--- src/rtl/fnd_capture.sv ---
// fnd_capture: receive-side decoder for the multiplexed 4-digit FND bus.
// It watches fnd_com/fnd_data and decodes each stable digit dwell to BCD.
// Once all four digit slots are filled, it converts the BCD digits to binary
// and reports the value on cnt_data, with a one-cycle cnt_valid pulse.
// Optional build macro: FND_CAPTURE_DP_EN. When it is defined, dp_mask tracks
// the decimal point of each slot. When it is undefined, dp_mask stays 0 and
// fnd_data[7] is ignored.
// dbg_state exposes the conversion FSM: 0=IDLE, 1=CONV, 2=DONE.
module fnd_capture #(
  parameter int unsigned SETTLE_CYC  = 4,
  parameter int unsigned TIMEOUT_CYC = 500_000
) (
  input  logic        clk,
  input  logic        rst,
  input  logic [7:0]  fnd_data,
  input  logic [3:0]  fnd_com,
  output logic [13:0] cnt_data,
  output logic        cnt_valid,
  output logic        seg_err,
  output logic        stale,
  output logic [3:0]  dp_mask,
  output logic [1:0]  dbg_state
);

  localparam int unsigned TW = $clog2(TIMEOUT_CYC + 1);
  localparam logic [7:0]    SETTLE_MAX  = 8'(SETTLE_CYC);
  localparam logic [7:0]    SETTLE_LAST = 8'(SETTLE_CYC - 1);
  localparam logic [TW-1:0] TO_MAX      = TW'(TIMEOUT_CYC);
  localparam logic [TW-1:0] TO_LAST     = TW'(TIMEOUT_CYC - 1);
`ifdef FND_CAPTURE_DP_EN
  localparam logic [7:0] DATA_KEEP = 8'hFF;
`else
  // Without decimal-point tracking, bit7 is masked at the input register.
  // A dp toggle alone therefore never restarts a dwell.
  localparam logic [7:0] DATA_KEEP = 8'h7F;
`endif

  typedef enum logic [1:0] {
    S_IDLE = 2'd0,
    S_CONV = 2'd1,
    S_DONE = 2'd2
  } state_t;

  state_t        state;
  logic [7:0]    data_r, data_p;
  logic [3:0]    com_r, com_p;
  logic [7:0]    stab_cnt;
  logic [TW-1:0] to_cnt;
  logic [3:0]    slot_mask, mask_n;
  logic [3:0]    dig [4];
  logic [15:0]   snap;
  logic [13:0]   acc;
  logic [1:0]    conv_idx;
  logic          one_low, stable, capture, dec_ok;
  logic          cap_valid, cap_bad, timeout_hit, frame_go;
  logic [3:0]    dec_val;
  logic [1:0]    slot;

  assign dbg_state = state;

  // Map the registered commons to a slot index; anything not exactly one-low is blanking.
  always_comb begin
    one_low = 1'b1;
    slot    = 2'd0;
    case (com_r)
      4'b1110: slot = 2'd0;
      4'b1101: slot = 2'd1;
      4'b1011: slot = 2'd2;
      4'b0111: slot = 2'd3;
      default: one_low = 1'b0;
    endcase
  end

  // Seven-segment (active-low, bit7 ignored) to BCD.
  always_comb begin
    dec_ok  = 1'b1;
    dec_val = 4'd0;
    case (data_r[6:0])
      7'h40:   dec_val = 4'd0;
      7'h79:   dec_val = 4'd1;
      7'h24:   dec_val = 4'd2;
      7'h30:   dec_val = 4'd3;
      7'h19:   dec_val = 4'd4;
      7'h12:   dec_val = 4'd5;
      7'h02:   dec_val = 4'd6;
      7'h78:   dec_val = 4'd7;
      7'h00:   dec_val = 4'd8;
      7'h10:   dec_val = 4'd9;
      default: dec_ok  = 1'b0;
    endcase
  end

  assign stable      = one_low && (com_r == com_p) && (data_r == data_p);
  assign capture     = stable && (stab_cnt == SETTLE_LAST);
  assign cap_valid   = capture && dec_ok;
  assign cap_bad     = capture && !dec_ok;
  assign timeout_hit = !cap_valid && (to_cnt == TO_LAST);
  assign frame_go    = (slot_mask == 4'hF) && (state == S_IDLE);

  // Next slot mask: frame/timeout clear first, then this cycle's capture lands on top.
  always_comb begin
    mask_n = slot_mask;
    if (frame_go || timeout_hit) mask_n = 4'b0000;
    if (cap_valid)    mask_n[slot] = 1'b1;
    else if (cap_bad) mask_n[slot] = 1'b0;
  end

  // Input registers, dwell stability, digit capture, staleness timer and dp tracking.
  always_ff @(posedge clk) begin
    if (rst) begin
      data_r    <= 8'hFF & DATA_KEEP;
      data_p    <= 8'hFF & DATA_KEEP;
      com_r     <= 4'hF;
      com_p     <= 4'hF;
      stab_cnt  <= 8'd0;
      to_cnt    <= '0;
      stale     <= 1'b1;
      slot_mask <= 4'b0000;
      seg_err   <= 1'b0;
      dp_mask   <= 4'b0000;
      dig[0]    <= 4'd0;
      dig[1]    <= 4'd0;
      dig[2]    <= 4'd0;
      dig[3]    <= 4'd0;
    end else begin
      data_r <= fnd_data & DATA_KEEP;
      data_p <= data_r;
      com_r  <= fnd_com;
      com_p  <= com_r;

      if (!stable)                   stab_cnt <= 8'd0;
      else if (stab_cnt < SETTLE_MAX) stab_cnt <= stab_cnt + 8'd1;

      seg_err   <= cap_bad;
      slot_mask <= mask_n;
      if (cap_valid) dig[slot] <= dec_val;

      if (cap_valid) begin
        to_cnt <= '0;
        stale  <= 1'b0;
      end else if (to_cnt != TO_MAX) begin
        to_cnt <= to_cnt + TW'(1);
        if (timeout_hit) stale <= 1'b1;
      end

`ifdef FND_CAPTURE_DP_EN
      if (cap_valid) dp_mask[slot] <= ~data_r[7];
`else
      dp_mask <= 4'b0000;
`endif
    end
  end

  // Conversion FSM: snapshot the digits, run 4 multiply-accumulate steps (thousands first), then publish.
  always_ff @(posedge clk) begin
    if (rst) begin
      state     <= S_IDLE;
      snap      <= 16'd0;
      acc       <= 14'd0;
      conv_idx  <= 2'd0;
      cnt_data  <= 14'd0;
      cnt_valid <= 1'b0;
    end else begin
      cnt_valid <= 1'b0;
      case (state)
        S_IDLE: begin
          if (frame_go) begin
            snap     <= {dig[3], dig[2], dig[1], dig[0]};
            acc      <= 14'd0;
            conv_idx <= 2'd0;
            state    <= S_CONV;
          end
        end
        S_CONV: begin
          acc      <= (acc << 3) + (acc << 1) + {10'd0, snap[15:12]};
          snap     <= {snap[11:0], 4'd0};
          conv_idx <= conv_idx + 2'd1;
          if (conv_idx == 2'd3) state <= S_DONE;
        end
        S_DONE: begin
          cnt_data  <= acc;
          cnt_valid <= 1'b1;
          state     <= S_IDLE;
        end
        default: state <= S_IDLE;
      endcase
    end
  end

endmodule

--- config.mk ---
export PLATFORM = sky130hd
export DESIGN_NAME = fnd_capture
export DESIGN_NICKNAME = d
export VERILOG_FILES = /design/src/rtl/fnd_capture.sv
export SDC_FILE = /design/constraint.sdc
export NUM_CORES = 1
export LEC_CHECK = 0
export ABC_AREA = 1
export BUFFER_PORTS_ARGS = -buffer_cell sky130_fd_sc_hd__clkbuf_2
export CORE_MARGIN = 3
export CORE_UTILIZATION = 28
export DETAILED_ROUTE_END_ITERATION = 8
export PLACE_DENSITY = 0.51
export SLEW_MARGIN = 10
export SYNTH_ARGS = -nofsm -noshare
export SYNTH_HDL_FRONTEND = slang
export SYNTH_SLANG_ARGS = --single-unit
--- constraint.sdc ---
create_clock -name clk -period 3.4 [get_ports clk]
set_clock_uncertainty 0.2 [all_clocks]
set_input_delay 0.17 -clock clk [delete_from_list [all_inputs] [get_ports clk]]
set_output_delay 0.17 -clock clk [all_outputs]
set_load 0.005 [all_outputs]
==> results of run 1 <==
==> tightest hold or removal path: cells and delay by family <==
family / cells / cell delay (ps)
buffers and inverters: 2 / 380
and+or+nand+nor: 1 / 90
==> area by class of cell <==
type | instances | share of cell area, %
clock inverters | 8 | 1.03
flip-flops and latches | 120 | 37.6
multi-input cells | 526 | 40.4
well taps | 265 | 4.87
inverters | 83 | 4.61
clock buffers | 23 | 7.19
repair buffers | 45 | 4.23
==> final timing paths <==
kind               startpoint          end  slack [ps]  cells past startpoint
setup / recovery       acc[2]      acc[13]         660                     12
hold / removal            rst    data_p[4]          70                      3
setup reg to reg       acc[2]      acc[13]         660                     12
hold reg to reg   stab_cnt[3]  stab_cnt[3]         220                      2
==> registers in the layout, indices dropped and copies added (netlist names) <==
name	flops
to_cnt	19
slot_mask	4
data_p	7
com_r	4
data_r	7
snap	16
conv_idx	2
seg_err	1
cnt_valid	1
stale	1
cnt_data	14
com_p	4
stab_cnt	8
dig	16
dbg_state	2
acc	14
==> report_power, final <==
group / internal (W) / switching [W]
registers: 0.00146 / 0.0000172
logic: 0.0000454 / 0.0000744
clock network: 0.00108 / 0.000628
==> through the flow <==
stage                     hold slack, ps  setup slack [ps]  utilization [%]  total power [W]
after floorplan                     73.8               905                -          0.00159
after global placement               153               676             31.0          0.00162
after detailed placement             154               663             31.0          0.00162
after CTS                           51.7               655             34.4          0.00335
after global routing                92.4               454             34.4          0.00343
final                               71.2               662             34.4          0.00330
==> cell usage in the layout (no fill, tap or decap), types with 4 or more instances in the layout <==
cell           instances
a21oi_1               50
clkbuf_2              31
edfxtp_1              16
ha_1                  26
nand3_1               20
dfxtp_1              104
inv_2                  5
xnor2_1                8
inv_1                 76
nand2_1              172
nor2_2                 5
nor3_1                11
nor4_1                 5
nor2_1               102
dlygate4sd3_1         11
nand4_1               11
a31oi_1               12
nand2_4                4
clkinv_2               5
or2_2                 19
clkbuf_16             18
o21ai_0               46
conb_1                 4
xor2_1                 4
==> layer usage <==
layer | vias to the layer above | global-route usage, % | part of all wire, %
met2 | 52 | 17.8 | 44
met4 | 0 | 3.52 | 1.1
li1 | 2508 | - | -
met3 | 9 | 3.52 | 3.2
met5 | - | 0 | 0
met1 | 2029 | 15.2 | 52
==> kinds of logic (layout without fill, tap and decap cells) <==
| family | count (synthesis) | in the layout | synth area share [%] |
|---|---|---|---|
| buf+inv | 107 | 159 | 7.53 |
| xor+xnor | 12 | 12 | 1.83 |
| other cells | 1 | 4 | 0.0654 |
| flops | 120 | 120 | 44.7 |
| simple gates | 361 | 361 | 28.0 |
| fa+ha+maj | 28 | 28 | 6.37 |
| compound gates | 121 | 121 | 11.5 |
==> impl_results.html, run 1 <==
<table>
<tr><th>Metric</th><th>Value</th></tr>
<tr><th colspan="2">Run status</th></tr>
<tr><td>Result of the run</td><td>finished clean</td></tr>
<tr><th colspan="2">Placed design</th></tr>
<tr><td>Placed insts</td><td>1,028</td></tr>
<tr><td>Number of port buffers</td><td>31</td></tr>
<tr><td>DP HPWL</td><td>8450 um</td></tr>
<tr><td>Routability congestion estimate from global placement</td><td>0.757</td></tr>
<tr><td>Cell Area, Placed</td><td>0.00614 sq mm</td></tr>
<tr><th colspan="2">Global route</th></tr>
<tr><td>Antenna violations before repair</td><td>0</td></tr>
<tr><td>First-pass GRT wire length</td><td>20,500 um</td></tr>
<tr><td>Number of global-route vias before repair</td><td>4,382</td></tr>
<tr><td>Total Routing Usage GR</td><td>11.4%</td></tr>
<tr><td>Congestion Overflow GR</td><td>0</td></tr>
<tr><td>Largest net degree at the start of global routing</td><td>40</td></tr>
<tr><th colspan="2">Timing</th></tr>
<tr><td>Max_slew headroom</td><td>44.3%</td></tr>
<tr><td># setup viols final</td><td>0</td></tr>
<tr><td>Period Utilization, post-route</td><td>80.5%</td></tr>
<tr><td>Transition at the pin with the smallest max-transition slack</td><td>835 ps</td></tr>
<tr><td>Final Hold Viols</td><td>0</td></tr>
<tr><td>Min cycle time layout</td><td>2740 ps</td></tr>
<tr><td>Fmax achieved</td><td>365 MHz</td></tr>
<tr><td>Setup repair after global routing missed its margin</td><td>false</td></tr>
<tr><td>Final-layout setup total negative slack</td><td>0 ps</td></tr>
<tr><td>Slew Viols, Final</td><td>0</td></tr>
<tr><th colspan="2">Pwr</th></tr>
<tr><td>Worst supply voltage drop on vdd</td><td>329 uV</td></tr>
<tr><td>Leakage power total</td><td>2.99 nW</td></tr>
<tr><td>Power density relative to cell area</td><td>485 mW/mm^2</td></tr>
<tr><th colspan="2">Critical path</th></tr>
<tr><td>Largest fanout on the critical path</td><td>3</td></tr>
<tr><td>Slowest stage delay, CP</td><td>530 ps</td></tr>
<tr><td>Kind of capture point of the worst setup path</td><td>register</td></tr>
<tr><td>Slowest stage cell, crit path</td><td>fa_1</td></tr>
<tr><td>Kind of critical path</td><td>reg2reg</td></tr>
<tr><td>Buffers and inverters on the worst path</td><td>3</td></tr>
<tr><td>Kind of launch point of the worst setup path</td><td>register</td></tr>
<tr><td>Data required time of the critical path</td><td>3470 ps</td></tr>
<tr><td>Data arrival time at the worst-slack endpoint</td><td>2810 ps</td></tr>
<tr><td>Dominant delay contributor by cell family on the critical path</td><td>adder cells</td></tr>
<tr><td>CP Cell Sequence</td><td>inv_1, fa_1, inv_1, ha_1, nand3_1, nand2_1, inv_1, o21ai_0, a21oi_1, or2_2, nand2_1, a21oi_1</td></tr>
<tr><td>Cell mode on critical path</td><td>inv_1</td></tr>
<tr><th colspan="2">Finish</th></tr>
<tr><td>Post-route non-filler standard cell count</td><td>1,070</td></tr>
<tr><td>Layout-stage area growth over the synthesis result</td><td>18.7%</td></tr>
<tr><td>Storage cell area</td><td>0.00256 sq mm</td></tr>
<tr><td>Area of the multi-input gates</td><td>0.00275 sq mm</td></tr>
<tr><td>Fraction of layout cells with a size suffix above 1</td><td>13.8%</td></tr>
<tr><td>Post-layout net count</td><td>835</td></tr>
<tr><td>Area of all placed cells without fillers</td><td>0.00681 sq mm</td></tr>
<tr><td>Antenna Diode Count</td><td>0</td></tr>
<tr><td>Number of inserted filler cells in the final layout</td><td>2,119</td></tr>
<tr><th colspan="2">Synthesis</th></tr>
<tr><td>Library cell occupying the most area in the post-synthesis netlist</td><td>dfxtp_1</td></tr>
<tr><td>#FFs+latches synth</td><td>120</td></tr>
<tr><td>Number of warnings issued by yosys</td><td>0</td></tr>
<tr><td>Number of enable flip-flop cells after synthesis</td><td>16</td></tr>
<tr><td>Number of cells produced by synthesis</td><td>750</td></tr>
<tr><td>Fraction of synthesis flops using an asynchronous set or reset pin</td><td>0%</td></tr>
<tr><td>Leading register cell type out of synthesis</td><td>dfxtp_1</td></tr>
<tr><td>Total standard cell area after synthesis</td><td>0.00574 sq mm</td></tr>
<tr><td>Synth Area per Inst</td><td>7.65 sq um</td></tr>
<tr><td>Most numerous cell types in the synthesized netlist</td><td>nand2_1 (172), dfxtp_1 (104), nor2_1 (102)</td></tr>
<tr><td>Proportion of netlist area held by the largest area contributor</td><td>36.3%</td></tr>
<tr><td>Yosys cell types</td><td>44</td></tr>
<tr><td>Synth top area cells</td><td>dfxtp_1 (36%), nand2_1 (11%), edfxtp_1 (8.4%)</td></tr>
<tr><td>Cell with the most instances after synthesis</td><td>nand2_1</td></tr>
<tr><td>Seq/Total Area, Yosys</td><td>44.7%</td></tr>
<tr><th colspan="2">Clocking</th></tr>
<tr><td>CTS Buf Count</td><td>17</td></tr>
<tr><td>Clock tree from TritonCTS</td><td>done</td></tr>
<tr><td>Clk pin slew, worst setup/hold paths</td><td>50 ps</td></tr>
<tr><td>Number of setup buffers added after CTS</td><td>0</td></tr>
<tr><td>Max H-tree Level</td><td>4</td></tr>
<tr><td>Count of cells resized by post-cts repair</td><td>0</td></tr>
<tr><td>Worst-skew pair later-pin latency</td><td>410 ps</td></tr>
<tr><td>Buffer levels on the longest clock path</td><td>2</td></tr>
<tr><td>Number of clock sinks</td><td>120</td></tr>
<tr><td>CTS root buffer</td><td>clkbuf_16</td></tr>
<tr><td>Hold-fix buffer count after cts</td><td>11</td></tr>
<tr><th colspan="2">Die</th></tr>
<tr><td>Number of top-level pins</td><td>37</td></tr>
<tr><td>Chip Height</td><td>149 um</td></tr>
<tr><td>Die width</td><td>149 um</td></tr>
<tr><td>Area of the die</td><td>0.0222 sq mm</td></tr>
<tr><td>Num rows</td><td>51</td></tr>
<tr><td>Core Area</td><td>0.0198 sq mm</td></tr>
<tr><td>Initial cell density of the core</td><td>29.0%</td></tr>
<tr><th colspan="2">Drt</th></tr>
<tr><td>Number of design rule violations left after detail routing</td><td>0</td></tr>
<tr><td>Routed via count divided by cell count</td><td>4.30</td></tr>
<tr><td>Final antenna-violating net count</td><td>0</td></tr>
<tr><td>Sum of routed wire length over all layers</td><td>12,000 um</td></tr>
<tr><td>Drt wl/cell</td><td>11.2 um</td></tr>
<tr><td>Total vias in the final route</td><td>4,598</td></tr>
<tr><td>Initial DRC Count</td><td>195</td></tr>
<tr><td>First-pass iteration count of the detailed router</td><td>4</td></tr>
<tr><th colspan="2">Flow run</th></tr>
<tr><td>Max-cap viol count</td><td>0</td></tr>
<tr><th colspan="2">Hold path</th></tr>
<tr><td>Class of the tightest hold or removal check</td><td>in2reg</td></tr>
</table>
(Power assumes the default switching activity.)
==> run 2, diff against run 1 <==
--- a/config.mk
+++ b/config.mk
@@ -10,7 +10,7 @@
 export CORE_MARGIN = 3
 export CORE_UTILIZATION = 28
 export DETAILED_ROUTE_END_ITERATION = 8
-export PLACE_DENSITY = 0.51
+export PLACE_DENSITY = 0.52
 export SLEW_MARGIN = 10
 export SYNTH_ARGS = -nofsm -noshare
 export SYNTH_HDL_FRONTEND = slang
==> constraint.sdc (replaced) <==
create_clock -name clk -period 2.3 [get_ports clk]
set_clock_uncertainty 0.2 [all_clocks]
set_input_delay 0.115 -clock clk [delete_from_list [all_inputs] [get_ports clk]]
set_output_delay 0.115 -clock clk [all_outputs]
set_load 0.005 [all_outputs]
==> run 2 against run 1 <==
Compared with the run above: the run now ends with setup timing left; setup slack worse by 690 ps; critical path type unchanged; count of clock-buffer cells in the layout is the same; largest power group unchanged; critical path depth stayed put; via count is 4.1% higher; clock power is 58% higher.
==> impl_results.html, run 2 (synthesized netlist as in run 1, its figures left out) <==
<table>
<tr><th>Metric</th><th>Value</th></tr>
<tr><th colspan="2">Clocking</th></tr>
<tr><td>Worst-skew pair later-pin latency</td><td>420 ps (about the same)</td></tr>
<tr><td>Buffer levels on the longest clock path</td><td>2 (unchanged)</td></tr>
<tr><td>Clk pin slew, worst setup/hold paths</td><td>60 ps (about the same)</td></tr>
<tr><td>CTS root buffer</td><td>clkbuf_16</td></tr>
<tr><td>Clock tree from TritonCTS</td><td>done</td></tr>
<tr><td>Number of clock sinks</td><td>120 (unchanged)</td></tr>
<tr><td>Max H-tree Level</td><td>4 (unchanged)</td></tr>
<tr><td>CTS Buf Count</td><td>17 (unchanged)</td></tr>
<tr><th colspan="2">Critical path</th></tr>
<tr><td>Largest fanout on the critical path</td><td>3 (unchanged)</td></tr>
<tr><td>Dominant delay contributor by cell family on the critical path</td><td>adder cells</td></tr>
<tr><td>Critical register-to-register path startpoint</td><td>acc[2]</td></tr>
<tr><td>Data arrival time at the worst-slack endpoint</td><td>2410 ps (-400 ps)</td></tr>
<tr><td>CP Cell Sequence</td><td>inv_2, fa_2, inv_2, ha_4, nand3_2, nand2_2, inv_2, o21ai_2, a21oi_2, or2_4, nand2_2, a21oi_1</td></tr>
<tr><td>Kind of critical path</td><td>reg2reg</td></tr>
<tr><td>CP Depth</td><td>12 (unchanged)</td></tr>
<tr><td>Slowest stage cell, crit path</td><td>fa_2</td></tr>
<tr><td>Kind of capture point of the worst setup path</td><td>register</td></tr>
<tr><td>Cell mode on critical path</td><td>inv_2</td></tr>
<tr><td>Kind of launch point of the worst setup path</td><td>register</td></tr>
<tr><td>First element of the critical path</td><td>acc[2]</td></tr>
<tr><td>R2R depth</td><td>12 (unchanged)</td></tr>
<tr><td>Slowest stage delay, CP</td><td>550 ps (+20 ps)</td></tr>
<tr><td>Data required time of the critical path</td><td>2380 ps (-1090 ps)</td></tr>
<tr><td>Buffers and inverters on the worst path</td><td>3 (unchanged)</td></tr>
<tr><th colspan="2">Die</th></tr>
<tr><td>Number of top-level pins</td><td>37 (unchanged)</td></tr>
<tr><td>Initial cell density of the core</td><td>29.0% (unchanged)</td></tr>
<tr><td>Die width</td><td>149 um (unchanged)</td></tr>
<tr><td>Core Area</td><td>0.0198 sq mm (unchanged)</td></tr>
<tr><td>Chip Height</td><td>149 um (unchanged)</td></tr>
<tr><td>Num rows</td><td>51 (unchanged)</td></tr>
<tr><td>Area of the die</td><td>0.0222 sq mm (unchanged)</td></tr>
<tr><th colspan="2">Timing</th></tr>
<tr><td>Final Hold Viols</td><td>0 (unchanged)</td></tr>
<tr><td># setup viols final</td><td>2 (+2)</td></tr>
<tr><td>Min cycle time layout</td><td>2330 ps (-412 ps)</td></tr>
<tr><td>Final-layout setup total negative slack</td><td>-32.9 ps (-32.9 ps)</td></tr>
<tr><td>Setup repair after global routing missed its margin</td><td>true</td></tr>
<tr><td>Period Utilization, post-route</td><td>101% (+21 points)</td></tr>
<tr><td>Transition at the pin with the smallest max-transition slack</td><td>548 ps (-287 ps)</td></tr>
<tr><td>Max_slew headroom</td><td>63.3% (+19 points)</td></tr>
<tr><td>Fin worst setup slack</td><td>-25.9 ps (-688 ps)</td></tr>
<tr><td>Fmax achieved</td><td>430 MHz (+18%)</td></tr>
<tr><td>Slew Viols, Final</td><td>0 (unchanged)</td></tr>
<tr><th colspan="2">Drt</th></tr>
<tr><td>Drt wl/cell</td><td>11.3 um (+1.3%)</td></tr>
<tr><td>First-pass iteration count of the detailed router</td><td>4 (unchanged)</td></tr>
<tr><td>Routed via count divided by cell count</td><td>4.34 (+1.1%)</td></tr>
<tr><td>Wl on met1</td><td>6390 um (+2.6%)</td></tr>
<tr><td>Detailed-routed wire length on met2</td><td>5670 um (+8.4%)</td></tr>
<tr><td>Topmost layer with routed signal wires</td><td>met4</td></tr>
<tr><td>Number of design rule violations left after detail routing</td><td>0 (unchanged)</td></tr>
<tr><td>Total vias in the final route</td><td>4,786 (+4.1%)</td></tr>
<tr><td>Sum of routed wire length over all layers</td><td>12,500 um (+4.3%)</td></tr>
<tr><td>Final antenna-violating net count</td><td>0 (unchanged)</td></tr>
<tr><td>Initial DRC Count</td><td>194 (-0.51%)</td></tr>
<tr><td>Detail Route met3 WL</td><td>305 um (-21%)</td></tr>
<tr><th colspan="2">Finish</th></tr>
<tr><td>Register containing the most flip-flops in the final layout</td><td>to_cnt</td></tr>
<tr><td>Area of all placed cells without fillers</td><td>0.00727 sq mm (+6.8%)</td></tr>
<tr><td>Antenna Diode Count</td><td>0 (unchanged)</td></tr>
<tr><td>Post-route non-filler standard cell count</td><td>1,102 (+3.0%)</td></tr>
<tr><td>Flip-flop count of the largest register after layout</td><td>19 (unchanged)</td></tr>
<tr><td>Post-layout net count</td><td>866 (+3.7%)</td></tr>
<tr><td>Layout-stage area growth over the synthesis result</td><td>26.8%</td></tr>
<tr><td>Fraction of layout cells with a size suffix above 1</td><td>22.2% (+8.4 points)</td></tr>
<tr><td>Leading registers by flop count</td><td>to_cnt x19, dig x16, snap x16</td></tr>
<tr><td>Most common cell after layout, fill and taps aside</td><td>nand2_1</td></tr>
<tr><td>Leading cell types in the layout, fill and taps excluded</td><td>nand2_1 (167), nor2_1 (101), dfxtp_1 (98), inv_1 (69), a21oi_1 (39)</td></tr>
<tr><td>Share of the core filled with cells</td><td>36.8% (+2.3 points)</td></tr>
<tr><th colspan="2">Flow run</th></tr>
<tr><td>Max-cap viol count</td><td>0 (unchanged)</td></tr>
<tr><th colspan="2">Hold path</th></tr>
<tr><td>Number of stages on the worst hold path</td><td>3 (unchanged)</td></tr>
<tr><td>Class of the tightest hold or removal check</td><td>in2reg</td></tr>
<tr><td>Worst hold start</td><td>rst</td></tr>
<tr><th colspan="2">Placed design</th></tr>
<tr><td>Number of port buffers</td><td>31 (unchanged)</td></tr>
<tr><td>Routability congestion estimate from global placement</td><td>0.811 (+7.1%)</td></tr>
<tr><td>Placed insts</td><td>1,054 (+2.5%)</td></tr>
<tr><td>Placement-stage worst setup slack</td><td>-146 ps (-808 ps)</td></tr>
<tr><td>DP HPWL</td><td>8770 um (+3.8%)</td></tr>
<tr><td>Cell Area, Placed</td><td>0.00635 sq mm (+3.5%)</td></tr>
<tr><th colspan="2">Global route</th></tr>
<tr><td>Total Routing Usage GR</td><td>11.8% (+0.40 points)</td></tr>
<tr><td>Number of global-route vias before repair</td><td>4,566 (+4.2%)</td></tr>
<tr><td>Antenna violations before repair</td><td>0 (unchanged)</td></tr>
<tr><td>Congestion Overflow GR</td><td>0 (unchanged)</td></tr>
<tr><td>Largest net degree at the start of global routing</td><td>40 (unchanged)</td></tr>
<tr><td>First-pass GRT wire length</td><td>21,100 um (+2.6%)</td></tr>
<tr><th colspan="2">Pwr</th></tr>
<tr><td>Worst supply voltage drop on vdd</td><td>503 uV (+53%)</td></tr>
<tr><td>Leakage power total</td><td>3.16 nW (+5.9%)</td></tr>
<tr><td>Power density relative to cell area</td><td>696 mW/mm^2 (+44%)</td></tr>
<tr><th colspan="2">Run status</th></tr>
<tr><td>Result of the run</td><td>finished with violations</td></tr>
<tr><td>Failing checks</td><td>setup timing</td></tr>
</table>
[run 2: changes by cell type in the layout (fill, tap and decap cells not counted), sizes merged]
| cell | delta |
|---|---|
| buf | +31 |
| clkinv | -2 |
| inv | +2 |
| bufinv | +1 |
[run 2: stage by stage]
step,hold slack [ps],power [W]
after floorplan,18.8,0.00235
after global placement,98.3,0.00240
after detailed placement,98.8,0.00240
after CTS,2.29,0.00515
after global routing,53.8,0.00527
final,32.2,0.00506
[run 2: metal layers]
metal | GRT usage, % | vias to the layer above
met5 | 0 | -
met4 | 4.58 | 0
met3 | 3.56 | 9
met2 | 18.7 | 55
met1 | 15.2 | 2149
li1 | - | 2573
[run 2: worst paths after layout]
check	end	slack [ps]
setup / recovery	acc[13]	-30
hold / removal	slot_mask[3]	30
setup reg to reg	acc[13]	-30
hold reg to reg	stab_cnt[3]	220
[run 2: worst register-to-register path: stages, from the launching register on]
cell and delay, ps:
dfxtp_2 340, inv_2 50, fa_2 550, inv_2 50, ha_4 250, nand3_2 70
nand2_2 90, inv_2 50, o21ai_2 140, a21oi_2 80, or2_4 230, nand2_2 50
a21oi_1 50
[run 2: area by class of cell]
type | count | area, sq um
Multi-Input combinational cell | 526 | 2920
Tap cell | 265 | 332
Clock buffer | 23 | 489
Inverter | 83 | 314
Clock inverter | 9 | 113
Sequential cell | 120 | 2570
Fill cell | 2095 | 12500
Timing Repair Buffer | 76 | 537
[run 2: where the power goes]
part | switching [W] | internal, W
combinational | 0.000111 | 0.0000727
clock | 0.000972 | 0.00172
sequential | 0.0000260 | 0.00216
total | 0.00111 | 0.00395
[run 2: repair_timing]
action | in CTS | in global routing
pin swaps | 13 | 18
setup endpoints to repair | 8 | 22
buffers inserted | 3 | 2
endpoints found under the hold margin | 11 | 0
hold buffers | 11 | 0
gates resized for setup | 22 | 33
